### config.mk
export PLATFORM = sky130hd
export DESIGN_NAME = sevseg_reader
export DESIGN_NICKNAME = d
export VERILOG_FILES = /design/src/rtl/sevseg_reader.sv
export SDC_FILE = /design/constraint.sdc
export NUM_CORES = 1
export LEC_CHECK = 0
export CORE_MARGIN = 2
export CORE_UTILIZATION = 50
export CTS_CLUSTER_DIAMETER = 150
export DETAILED_ROUTE_END_ITERATION = 8
export PLACE_DENSITY = 0.75
export SKIP_CTS_REPAIR_TIMING = 1
export SLEW_MARGIN = 30
export SYNTH_ARGS = -nofsm -noshare
export SYNTH_HDL_FRONTEND = slang
export SYNTH_SLANG_ARGS = --single-unit
### constraint.sdc
create_clock -name clk -period 5.2 [get_ports clk]
set_input_delay 0.52 -clock clk [delete_from_list [all_inputs] [get_ports clk]]
set_output_delay 0.52 -clock clk [all_outputs]
set_load 0.01 [all_outputs]
### src/rtl/sevseg_reader.sv
// sevseg_reader: decodes a two-digit multiplexed active-low 7-segment bus back to hex nibbles.
// Latency: a value steady at the pins commits (upd pulse) STABLE_CYCLES+1 edges after it first appears.
// Backpressure: none; free-running sampler. Optional decimal point via `define SEVSEG_READER_DP_EN.
module sevseg_reader #(
   parameter int STABLE_CYCLES = 4
) (
   input  logic       clk,
   input  logic       reset,
   input  logic [6:0] seg_n,
   input  logic [1:0] an_n,
`ifdef SEVSEG_READER_DP_EN
   input  logic       dp_n,
   output logic       dp_lo,
   output logic       dp_hi,
`endif
   output logic [3:0] digit_lo,
   output logic [3:0] digit_hi,
   output logic       blank_lo,
   output logic       blank_hi,
   output logic       upd,
   output logic       bad,
   output logic       bad_sticky
);

   localparam logic [1:0] IDLE  = 2'd0;
   localparam logic [1:0] TRACK = 2'd1;
   localparam logic [1:0] HOLD  = 2'd2;

   localparam int CW = (STABLE_CYCLES < 2) ? 1 : $clog2(STABLE_CYCLES + 1);
   localparam logic [CW-1:0] CNT_MAX = CW'(STABLE_CYCLES);

`ifdef SEVSEG_READER_DP_EN
   localparam int SW = 10;
   localparam logic [SW-1:0] SAMP_RST = {1'b1, 2'b11, 7'h7F};
   logic [SW-1:0] din;
   assign din = {dp_n, an_n, seg_n};
`else
   localparam int SW = 9;
   localparam logic [SW-1:0] SAMP_RST = {2'b11, 7'h7F};
   logic [SW-1:0] din;
   assign din = {an_n, seg_n};
`endif

   logic [SW-1:0] samp;
   logic [CW-1:0] cnt;
   logic [1:0]    state;

   // Glyph lookup on active-high gfedcba; returns {legal, nibble}.
   function automatic logic [4:0] decode(input logic [6:0] lit);
      case (lit)
         7'h3F: decode = {1'b1, 4'h0};
         7'h06: decode = {1'b1, 4'h1};
         7'h5B: decode = {1'b1, 4'h2};
         7'h4F: decode = {1'b1, 4'h3};
         7'h66: decode = {1'b1, 4'h4};
         7'h6D: decode = {1'b1, 4'h5};
         7'h7D: decode = {1'b1, 4'h6};
         7'h07: decode = {1'b1, 4'h7};
         7'h7F: decode = {1'b1, 4'h8};
         7'h6F: decode = {1'b1, 4'h9};
         7'h77: decode = {1'b1, 4'hA};
         7'h7C: decode = {1'b1, 4'hB};
         7'h39: decode = {1'b1, 4'hC};
         7'h5E: decode = {1'b1, 4'hD};
         7'h79: decode = {1'b1, 4'hE};
         7'h71: decode = {1'b1, 4'hF};
         default: decode = {1'b0, 4'h0};
      endcase
   endfunction

   logic       din_an_ok;
   logic       samp_lo;
   logic [6:0] samp_seg;
   logic       samp_blank;
   logic [4:0] samp_dec;

   // Exactly one anode low selects a digit; 2'b00/2'b11 mean nothing to track.
   assign din_an_ok  = din[8] ^ din[7];
   assign samp_lo    = (samp[8:7] == 2'b10);
   assign samp_seg   = samp[6:0];
   assign samp_blank = (samp_seg == 7'h7F);
   assign samp_dec   = decode(~samp_seg);

   // Sampler, stability counter, tracking FSM and committed digit registers.
   always_ff @(posedge clk) begin
      if (reset) begin
         samp       <= SAMP_RST;
         cnt        <= '0;
         state      <= IDLE;
         digit_lo   <= 4'h0;
         digit_hi   <= 4'h0;
         blank_lo   <= 1'b1;
         blank_hi   <= 1'b1;
         upd        <= 1'b0;
         bad        <= 1'b0;
         bad_sticky <= 1'b0;
`ifdef SEVSEG_READER_DP_EN
         dp_lo      <= 1'b0;
         dp_hi      <= 1'b0;
`endif
      end else begin
         upd  <= 1'b0;
         bad  <= 1'b0;
         samp <= din;
         if (din != samp) begin
            // Any change (segments, anode or dp) restarts the stability window.
            cnt   <= din_an_ok ? CW'(1) : '0;
            state <= din_an_ok ? TRACK : IDLE;
         end else begin
            case (state)
               TRACK: begin
                  if (cnt == CNT_MAX) begin
                     state <= HOLD;
                     upd   <= 1'b1;
                     if (samp_blank) begin
                        if (samp_lo) blank_lo <= 1'b1;
                        else         blank_hi <= 1'b1;
                     end else if (samp_dec[4]) begin
                        if (samp_lo) begin
                           digit_lo <= samp_dec[3:0];
                           blank_lo <= 1'b0;
                        end else begin
                           digit_hi <= samp_dec[3:0];
                           blank_hi <= 1'b0;
                        end
                     end else begin
                        bad        <= 1'b1;
                        bad_sticky <= 1'b1;
                     end
`ifdef SEVSEG_READER_DP_EN
                     if (samp_lo) dp_lo <= ~samp[9];
                     else         dp_hi <= ~samp[9];
`endif
                  end else begin
                     cnt <= cnt + 1'b1;
                  end
               end
               HOLD:    cnt <= cnt;
               default: cnt <= '0;
            endcase
         end
      end
   end

endmodule
# Word level (Yosys, flattened, before mapping)
# Index checks and enable logic that the tools add are counted.
[totals] reg_bits=27 in_bits=11 elab_cells=78
[op_classes] addsub=1 eq_ne=28 muxes=19 n_bitwise=8 reduce_logical=12
[ops] operator="== test 7 bit, second input constant" count=13
[ops] operator="one-hot mux 5 bit (16 select lines)" count=1
[ops] operator="AND reduction 6 bit" count=4
[ops] operator="== test 7 x 3 -> 1 bit, second input constant" count=2
[ops] operator="== test 7 x 6 -> 1 bit, second input constant" count=2
[ops] operator="2-to-1 mux 1 bit" count=12
[ops] operator="!= test 2 bit, second input constant" count=5
[ops] operator="!= test 9 bit" count=1
[ops] operator="NOT 7 bit" count=1
[ops] operator="2-to-1 mux 2 bit" count=3
[ops] operator="2-to-1 mux 3 bit" count=2
[ops] operator="NOT 1 bit" count=6
[ops] operator="one-hot mux 3 bit (2 select lines)" count=1
[ops] operator="nonzero test 2 bit" count=3
[ops] operator="AND reduction 5 bit" count=1
[ops] operator="OR reduction 5 bit" count=1
[ops] operator="== test 2 bit, second input constant" count=2
[ops] operator="AND reduction 2 bit" count=2
[ops] operator="adder 3 x 1 -> 3 bit, second input constant" count=1
[ops] operator="== test 3 bit, second input constant" count=1
[ops] operator="!= test 3 bit, second input constant" count=1
[ops] operator="OR reduction 3 bit" count=1
[ops] operator="== test 2 x 1 -> 1 bit, second input constant" count=1
[ops] operator="bitwise XOR 1 bit" count=1

# Longest topological paths before layout
# Gate-level depths: netlist (run 1).
[logic_depth] depth_word=5 depth_mapped=9 ltp_nobuf=7

# Worst setup path after synthesis (run 1)
# No wires, ideal clock.
[synth_path] kind="input to register" startpoint="in seg_n[1]" endpoint="reg digit_hi[0]" t_arrival_ns=2.160 setup_slack_ns=2.916 stages=8 path_cell_list="xnor2_1 -> nand4_1 -> or3_1 -> buf_6 -> or2_0 -> buf_6 -> nor4_4 -> mux2_1"
[synth_between] elab_chain_cells=3
[synth_lines] item="start, declared" line_no="9" text="input logic [6:0] seg_n,"
[synth_lines] item="!= test 9 bit" line_no="105" text="if (din != samp) begin"
[synth_lines] item="NOT 1 bit (no source line)"
[synth_lines] item="AND reduction 6 bit (no source line)"
[synth_lines] item="end signal, assigned" line_no="123" text="digit_hi <= samp_dec[3:0];"
[synth_lines] item="end, declared" line_no="17" text="output logic [3:0] digit_hi,"
# No other way between the ends.
# A chain may end at the register's enable or synchronous reset.

# Final worst setup path (run 1)
[layout_path] startpoint="reg samp[4]" endpoint="reg digit_lo[0]"
[layout_between] elab_chain_cells=4 word_cells_on_any_way=23
[layout_lines] item="start, declared" line_no="44" text="logic [SW-1:0] samp;"
[layout_lines] item="start signal, assigned" line_no="104" text="samp <= din;"
[layout_lines] item="NOT 7 bit" line_no="82" text="assign samp_dec = decode(~samp_seg);"
[layout_lines] item="== test 7 bit (tied with other cells)" line_no="50" text="case (lit)"
[layout_lines] item="one-hot mux 5 bit (16 select lines)" line_no="50"
[layout_lines] item="AND reduction 6 bit (no source line)"
[layout_lines] item="end signal, assigned" line_no="120" text="digit_lo <= samp_dec[3:0];"
[layout_lines] item="end, declared" line_no="16" text="output logic [3:0] digit_lo,"
# Parallel ways exist; a longest one is shown, timed or not.

==> flow_summary.yaml, run 1 <==
placed_design:
  port_buffers: 23
  dp_hpwl_um: 2550
  gp_congestion: 0.813
  pre_cts_ws_ns: 2.14
  dp_cells: 209
floorplanning:
  start_util: 0.519
  num_rows: 20
  die_x_um: 59.8
  dieHeight_um: 59.8
  dieArea_mm2: 0.00358
  core_region_area_mm2: 0.00300
  ios: 24
power:
  power_density_mw_per_mm2: 205
  power_w: 0.000364
  irDropWorstVdd_v: 0.000125
  power_leakage_nw: 0.638
grt:
  grt_max_degree: 24
  busiest_layer: "met2"
  grt_first_pass_wirelength_um: 5670
  met3_usage: 0.0195
  overflow: 0
  grtUsageMet2: 0.396
  first_global_vias: 1237
  grt.met1_usage: 0.241
  track_usage: 0.211
  antenna_found_initial: 0
synth:
  synth_edf_count: 0
  yosysWarnings: 0
  syn-instance-count: 164
  synth.cell_area_mm2: 0.00156
  syn_nets: 177
  synth_seq_cells: 27
  synth.avg_cell_area_um2: 9.50
  synthFlopType: "dfxtp_1"
  async_reset_ff_frac: 0
  ys_seq_area_frac: 0.347
  synth_cell_types: 53
outcome:
  status: "finished, final reports clean"
sta:
  setup_viol: 0
  maxSlewHeadroom: 0.493
  clock-skew-final_ns: 0.00232
  post-route-period-util: 0.534
  rsz0062_at_grt: "false"
  tightestPinTransition_ns: 0.757
  drv_slew: 0
  final.min_clock_period_ns: 2.78
  fin_ws_ns: 2.42
  final_hold_viol_count: 0
  max_freq_mhz: 360
  setup_tns_ns: 0
route:
  drtPass1Iterations: 4
  drc: 0
  vias: 1270
  routed_wl_um: 3440
  drtIter0Drc: 128
  post_drt_wl_per_cell_um: 16.2
  antenna_left: 0
  avgViaCountPerCell: 5.96
worst_setup_path:
  critical_path_buf_inv_count: 0
  rr_worst_depth: 6
  path_depth: 6
  cp-end-kind: "flop"
  cp_max_fo: 14
  crit_path_top_delay_cell: "dfxtp_1"
  crit_required_ns: 5.44
  slowest_delay_ns: 0.67
  crit_path_cell_trace: "xnor2_1 -> nand4_1 -> or3_1 -> or2_0 -> nor4_4 -> mux2_1"
  crit_family: "simple AND/OR/NAND/NOR gates"
  r2r_slack_ns: 2.42
  timing.rr.start: "samp[4]"
  setup.worst_path.start_class: "flop"
  crit_path_end: "digit_lo[0]"
  critPathKind: "flop to flop"
  crit_start: "samp[4]"
  arrival_ns: 3.01
  reg2reg_to: "digit_lo[0]"
cts:
  cts_tree: "built"
  clockBufferDepth: 2
  cts_buffers: 3
  cts_sinks: 27
  cts-root-buf: "clkbuf_4"
  clk_latency_ns: 0.33
  clk_pin_slew_worst_paths_ns: 0.14
  h-tree-depth: 1
flow_run:
  drv_cap: 0
layout:
  drive_above_1_share: 0.128
  fillers: 280
  multi_input_area_um2: 915
  instances_no_fill: 213
  n_antenna_cell: 0
  layout.nets: 194
  area.growth.synth_to_final_pct: 13.8
  seq_area_um2: 541
min_path:
  worstHoldPathType: "flop to flop"
[state kept, by name (all words and copies together), names as in the netlist]
| name | count |
|---|---|
| samp | 9 |
| upd | 1 |
| digit_hi | 4 |
| state | 2 |
| blank_lo | 1 |
| blank_hi | 1 |
| bad_sticky | 1 |
| cnt | 3 |
| bad | 1 |
| digit_lo | 4 |
[worst min path at each step]
stage / from / end / slack (ns) / depth (start not counted)
final: digit_lo[2] / digit_lo[2] / 0.47 / 2
after global routing: digit_lo[2] / digit_lo[2] / 0.51 / 2
after CTS: digit_lo[2] / digit_lo[2] / 0.48 / 2
after detailed placement: digit_lo[2] / digit_lo[2] / 0.46 / 2
after global placement: digit_hi[2] / digit_hi[2] / 0.46 / 2
after floorplan: state[1] / state[1] / 0.44 / 2
[metrics by stage]
step | util | area, um2 | hold slack [ns]
5_1_grt | 0.590 | 1770 | 0.507
3_5_place_dp | 0.581 | 1750 | 0.460
2_1_floorplan | - | 1560 | 0.440
6_report | 0.590 | 1770 | 0.474
3_3_place_gp | 0.581 | 1750 | 0.457
4_1_cts | 0.590 | 1770 | 0.478
[cell usage in the layout (no fill, tap or decap), types with 2 or more instances in the layout]
master           synthesis  layout
o311ai_1                 2       2
nor2_1                   6       6
and3_1                   3       3
a22oi_1                  2       2
o31ai_1                  3       3
or4_1                    3       3
or3_1                    2       2
or2_2                    9       9
o21ai_0                  4       4
nand2b_1                 2       2
nor3_1                   7       7
nand2_1                  7       7
xnor2_1                 11      11
clkdlybuf4s50_1          0      23
inv_1                    5       5
mux2_1                   4       4
clkbuf_4                 0       3
nand3_1                  4       4
nor3b_1                  2       2
mux2i_1                  2       2
a21oi_1                  5       5
nor2b_1                  8       8
ha_1                     2       2
dfxtp_1                 27      27
a211oi_1                 5       5
o211a_1                  2       2
nor4_4                   2       2
[tightest hold or removal path, cell delays in order (launching register included)]
cell,delay (ns)
dfxtp_1,0.34
nand2_1,0.05
mux2i_1,0.06
[cells by family after synthesis]
family | synth area share
mux | 0.0490
xor+xnor | 0.0779
buf+inv | 0.0659
compound gates | 0.182
flops | 0.347
simple gates | 0.262
fa+ha+maj | 0.0161
[Yosys cell counts (all sizes together) (3+ instances only)]
library cell | number | area, um2
o21ai | 5 | 25.0
nor2b | 8 | 50.1
xnor2 | 12 | 113
clkbuf | 3 | 11.3
nand2 | 8 | 32.5
buf | 8 | 72.6
or2 | 10 | 62.6
dfxtp | 27 | 541
o31ai | 3 | 22.5
nand3 | 4 | 20.0
nor2 | 6 | 22.5
a211oi | 6 | 57.6
inv | 5 | 18.8
mux2 | 5 | 56.3
a22oi | 3 | 27.5
or4 | 3 | 22.5
nor3 | 7 | 35.0
and3 | 3 | 18.8
a21oi | 5 | 25.0
[per-layer routing]
metal  up-vias  routed length, um
li1        625                  -
met1       617               1520
met2        23               1780
met3         5                 84
met4         0                 59
met5         -                  0
[cell type report]
class,instances,share of cell area
Clock buffer,3,0.0127
Clock inverter,1,0.00282
Inverter,5,0.0106
Multi-Input combinational cell,121,0.516
Sequential cell,27,0.305
Tap cell,33,0.0233
Timing Repair Buffer,23,0.130
[power breakdown]
group          internal, W  total (W)  switching [W]  leakage [nW]
Combinational    0.0000245  0.0000475      0.0000229         0.400
Sequential        0.000212   0.000225      0.0000128         0.221
Clock            0.0000290  0.0000918      0.0000628        0.0177
Total             0.000265   0.000364      0.0000985         0.638
Note: power is estimated with default switching activity, not from simulation.
==> run 2, diff against run 1 <==
==> constraint.sdc (replaced) <==
create_clock -name clk -period 2.7 [get_ports clk]
set_input_delay 0.27 -clock clk [delete_from_list [all_inputs] [get_ports clk]]
set_output_delay 0.27 -clock clk [all_outputs]
set_load 0.01 [all_outputs]
==> run 2 against run 1 <==
  * Combinational power is 100% higher
  * Clock-buffer cell count increased by 1
  * Sequential cell count is the same
  * Final cell count grew 2.3%
  * Largest power group unchanged
  * Highest routed layer unchanged
  * Maximum frequency up 10%
  * Clock skew up 0.0082 ns
==> flow_summary.yaml, run 2 (same netlist as run 1, synthesis figures left out) <==
cts:
  cts_tree: "built"
  cts_sinks: 27
  clockBufferDepth: 2
  clk_latency_ns: 0.32
  cts_buffers: 3
  h-tree-depth: 1
  clk_pin_slew_worst_paths_ns: 0.14
  cts-root-buf: "clkbuf_4"
floorplanning:
  die_x_um: 59.8
  dieHeight_um: 59.8
  start_util: 0.519
  num_rows: 20
  core_region_area_mm2: 0.00300
  dieArea_mm2: 0.00358
  ios: 24
worst_setup_path:
  cp_max_fo: 14
  crit_path_cell_trace: "xnor2_1 -> nand4_1 -> or3_1 -> or2_0 -> nor4_4 -> mux2_1"
  crit_path_top_delay_cell: "dfxtp_1"
  crit_required_ns: 2.91
  setup.worst_path.start_class: "flop"
  slowest_delay_ns: 0.68
  cp-end-kind: "flop"
  critPathKind: "flop to flop"
  arrival_ns: 2.73
grt:
  overflow: 0
  first_global_vias: 1245
  antenna_found_initial: 0
  grt_max_degree: 24
  grt_first_pass_wirelength_um: 5580
  track_usage: 0.208
sta:
  post-route-period-util: 0.933
  final.min_clock_period_ns: 2.52
  max_freq_mhz: 397
  final_hold_viol_count: 0
  setup_viol: 0
  clock-skew-final_ns: 0.0105
  maxSlewHeadroom: 0.624
  fin_ws_ns: 0.182
  drv_slew: 0
  rsz0062_at_grt: "false"
  setup_tns_ns: 0
  tightestPinTransition_ns: 0.558
layout:
  top_register: "samp"
  layout.nets: 199
  n_antenna_cell: 0
  mostFrequentLayoutCell: "dfxtp_1"
  post-route-util: 0.603
  drive_above_1_share: 0.151
  largest_reg_flops: 9
  instances_no_fill: 218
  area.growth.synth_to_final_pct: 16.2
  reg.largest.list: "samp: 9 flops, digit_hi: 4 flops, digit_lo: 4 flops"
  fillers: 269
  layout_common_cells: "dfxtp_1, clkdlybuf4s50_1, xnor2_1"
route:
  drc: 0
  antenna_left: 0
  avgViaCountPerCell: 5.83
  drtIter0Drc: 86
  routed_wl_um: 3290
  drtPass1Iterations: 4
  vias: 1272
  post_drt_wl_per_cell_um: 15.1
outcome:
  status: "finished, final reports clean"
power:
  power_leakage_nw: 0.658
  irDropWorstVdd_v: 0.000326
  power_density_mw_per_mm2: 384
flow_run:
  drv_cap: 0
placed_design:
  dp_cells: 214
  port_buffers: 23
  gp_congestion: 0.809
  pre_cts_ws_ns: 0.113
  dp_hpwl_um: 2420
min_path:
  worstHoldPathType: "flop to flop"
==> run 2: cell count changes in the layout (fill, tap and decap cells not counted) <==
cell      before  now
dfxtp_2        0    1
clkbuf_1       0    1
buf_4          0    5
clkinv_2       1    0
dfxtp_1       27   26
==> run 2: power by group <==
group / internal [W] / total, W / switching (W)
sequential: 0.000408 / 0.000432 / 0.0000233
clock: 0.0000578 / 0.000169 / 0.000111
combinational: 0.0000504 / 0.0000952 / 0.0000448
total: 0.000516 / 0.000695 / 0.000179
==> run 2: path summary, 6_finish.rpt <==
check	from	endpoint	slack, ns	cells after the start
worst max-delay path	samp[4]	digit_hi[1]	0.18	6
worst min-delay path	digit_hi[2]	digit_hi[2]	0.48	2
worst max register to register	samp[4]	digit_hi[1]	0.18	6
worst min register to register	digit_hi[2]	digit_hi[2]	0.48	2
==> run 2: metrics by stage <==
stage | hold WS (ns) | total power, W | instance area (um2)
floorplan | 0.377 | 0.000503 | 1560
global placement | 0.454 | 0.000530 | 1780
detailed placement | 0.465 | 0.000534 | 1780
CTS | 0.483 | 0.000700 | 1810
global route | 0.503 | 0.000731 | 1810
finish | 0.476 | 0.000695 | 1810
==> run 2: area by class of cell <==
cell class,count,area [um2],area share
sequential,27,542,0.299
timing repair buffer,28,268,0.148
inverter,5,18.8,0.0104
clock buffer,4,26.3,0.0145
tap,33,41.3,0.0228
multi-input combinational,121,915,0.505
==> run 2: routing by layer <==
metal | track usage | wire (um) | vias up
met5 | 0 | 0 | -
met4 | 0.0794 | 47 | 0
met3 | 0.0346 | 109 | 7
met2 | 0.360 | 1720 | 19
li1 | - | - | 633
met1 | 0.254 | 1410 | 613
==> run 2: worst max-delay path, delay by kind of cell, from the launching register on <==
family        cells  cell delay, ns
xor+xnor          1            0.20
simple gates      4            1.16
mux               1            0.37
flops             1            0.68
==> run 3, diff against run 2 <==
--- a/config.mk
+++ b/config.mk
@@ -5,11 +5,11 @@
 export SDC_FILE = /design/constraint.sdc
 export NUM_CORES = 1
 export LEC_CHECK = 0
-export CORE_MARGIN = 2
+export CORE_ASPECT_RATIO = 0.7
 export CORE_UTILIZATION = 50
 export CTS_CLUSTER_DIAMETER = 150
 export DETAILED_ROUTE_END_ITERATION = 8
-export PLACE_DENSITY = 0.75
+export PLACE_DENSITY = 0.86
 export SKIP_CTS_REPAIR_TIMING = 1
 export SLEW_MARGIN = 30
 export SYNTH_ARGS = -nofsm -noshare
==> run 3 against run 2 <==
  * Sequential share of layout area shrank 0.54 points
  * Clock skew shrank 0.0039 ns
  * Non-clock buffer count grew 1
  * Final area grew 1.6%
  * Power grew 8.5%
  * Sequential cell count is the same
  * Clock power grew 34%
  * Utilization grew 3.5 points
  * Final cell count grew 1.8%
  * Die area shrank 6.5%
  * Register-to-register slack is essentially flat
==> flow_summary.yaml, run 3 (same netlist as run 1, synthesis figures left out) <==
outcome:
  status: "finished, final reports clean"
power:
  irDropWorstVdd_v: 0.000365
  power_density_mw_per_mm2: 410
  power_leakage_nw: 0.671
  power_w: 0.000754
floorplanning:
  core_region_area_mm2: 0.00288
  ios: 24
  start_util: 0.540
  dieArea_mm2: 0.00335
  die_x_um: 68.7
  num_rows: 16
  dieHeight_um: 48.7
route:
  vias: 1273
  drtPass1Iterations: 4
  antenna_left: 0
  drtIter0Drc: 108
  post_drt_wl_per_cell_um: 15.2
  avgViaCountPerCell: 5.73
  drc: 0
  routed_wl_um: 3370
worst_setup_path:
  crit_required_ns: 2.86
  setup.worst_path.start_class: "flop"
  slowest_delay_ns: 0.63
  path_depth: 6
  crit_family: "simple AND/OR/NAND/NOR gates"
  crit_path_top_delay_cell: "dfxtp_1"
  critical_path_buf_inv_count: 0
  critPathKind: "flop to flop"
  cp-end-kind: "flop"
  rr_worst_depth: 6
  crit_path_cell_trace: "xnor2_1 -> nand4_1 -> or3_1 -> or2_0 -> nor4_4 -> mux2_1"
  cp_max_fo: 14
  arrival_ns: 2.69
layout:
  area.growth.synth_to_final_pct: 18.1
  reg.largest.list: "samp: 9 flops, digit_hi: 4 flops, digit_lo: 4 flops"
  n_antenna_cell: 0
  instances_no_fill: 222
  top_register: "samp"
  mostFrequentLayoutCell: "dfxtp_1"
  layout.nets: 200
  drive_above_1_share: 0.151
  largest_reg_flops: 9
  layout_common_cells: "dfxtp_1, clkdlybuf4s50_1, xnor2_1"
  fin_area_mm2: 0.00184
sta:
  clock-skew-final_ns: 0.00661
  drv_slew: 0
  setup_viol: 0
  setup_tns_ns: 0
  tightestPinTransition_ns: 0.560
  final.min_clock_period_ns: 2.52
  post-route-period-util: 0.935
  maxSlewHeadroom: 0.622
  max_freq_mhz: 396
  holdWs_ns: 0.490
  rsz0062_at_grt: "false"
  final_hold_viol_count: 0
grt:
  overflow: 0
  antenna_found_initial: 0
  track_usage: 0.218
  first_global_vias: 1192
  grt_max_degree: 24
  grt_first_pass_wirelength_um: 5500
placed_design:
  postPlaceCellArea_mm2: 0.00179
  dp_cells: 218
  port_buffers: 23
  dp_hpwl_um: 2550
  gp_congestion: 0.837
min_path:
  worstHoldPathType: "flop to flop"
  hold_path_depth: 2
cts:
  cts_tree: "built"
  clockBufferDepth: 2
  clk_latency_ns: 0.27
  clk_pin_slew_worst_paths_ns: 0.09
  cts_sinks: 27
  cts-root-buf: "clkbuf_8"
  cts_buffers: 3
  h-tree-depth: 1
flow_run:
  drv_cap: 0
## run 3: per-stage QoR
| stage | utilization | setup WS, ns |
|---|---|---|
| detailed placement | 0.622 | 0.0489 |
| global route | 0.638 | 0.0700 |
| finish | 0.638 | 0.177 |
| global placement | 0.622 | 0.147 |
| CTS | 0.638 | 0.186 |
| floorplan | - | 0.543 |
## run 3: worst reg2reg max path, stage by stage, from the launching register on
cell and delay (ns):
dfxtp_1 0.63, xnor2_1 0.17, nand4_1 0.13, or3_1 0.40, or2_0 0.38, nor4_4 0.33
mux2_1 0.37
## run 3: layer usage
metal | global-route usage | share of wire
met1 | 0.297 | 0.46
met2 | 0.348 | 0.48
met3 | 0.0472 | 0.052
met4 | 0.0476 | 0.0039
met5 | 0 | 0
## run 3: worst paths after layout
path                from          end  slack, ns
max reg2reg      samp[4]  digit_lo[1]       0.18
max              samp[4]  digit_lo[1]       0.18
min          digit_lo[2]  digit_lo[2]       0.49
min reg2reg  digit_lo[2]  digit_lo[2]       0.49
## run 3: layout make-up
| class | count | area (um2) |
|---|---|---|
| fillers | 245 | 1040 |
| multi-input cells | 121 | 915 |
| flip-flops and latches | 27 | 541 |
| repair buffers | 29 | 275 |
| clock buffers | 4 | 45.0 |
| well taps | 36 | 45.0 |
| inverters | 5 | 18.8 |
## run 3: where the power goes
part           internal, W  switching (W)  total, W
clock             0.000106       0.000121  0.000227
combinational    0.0000522      0.0000500  0.000102
sequential        0.000408      0.0000180  0.000426
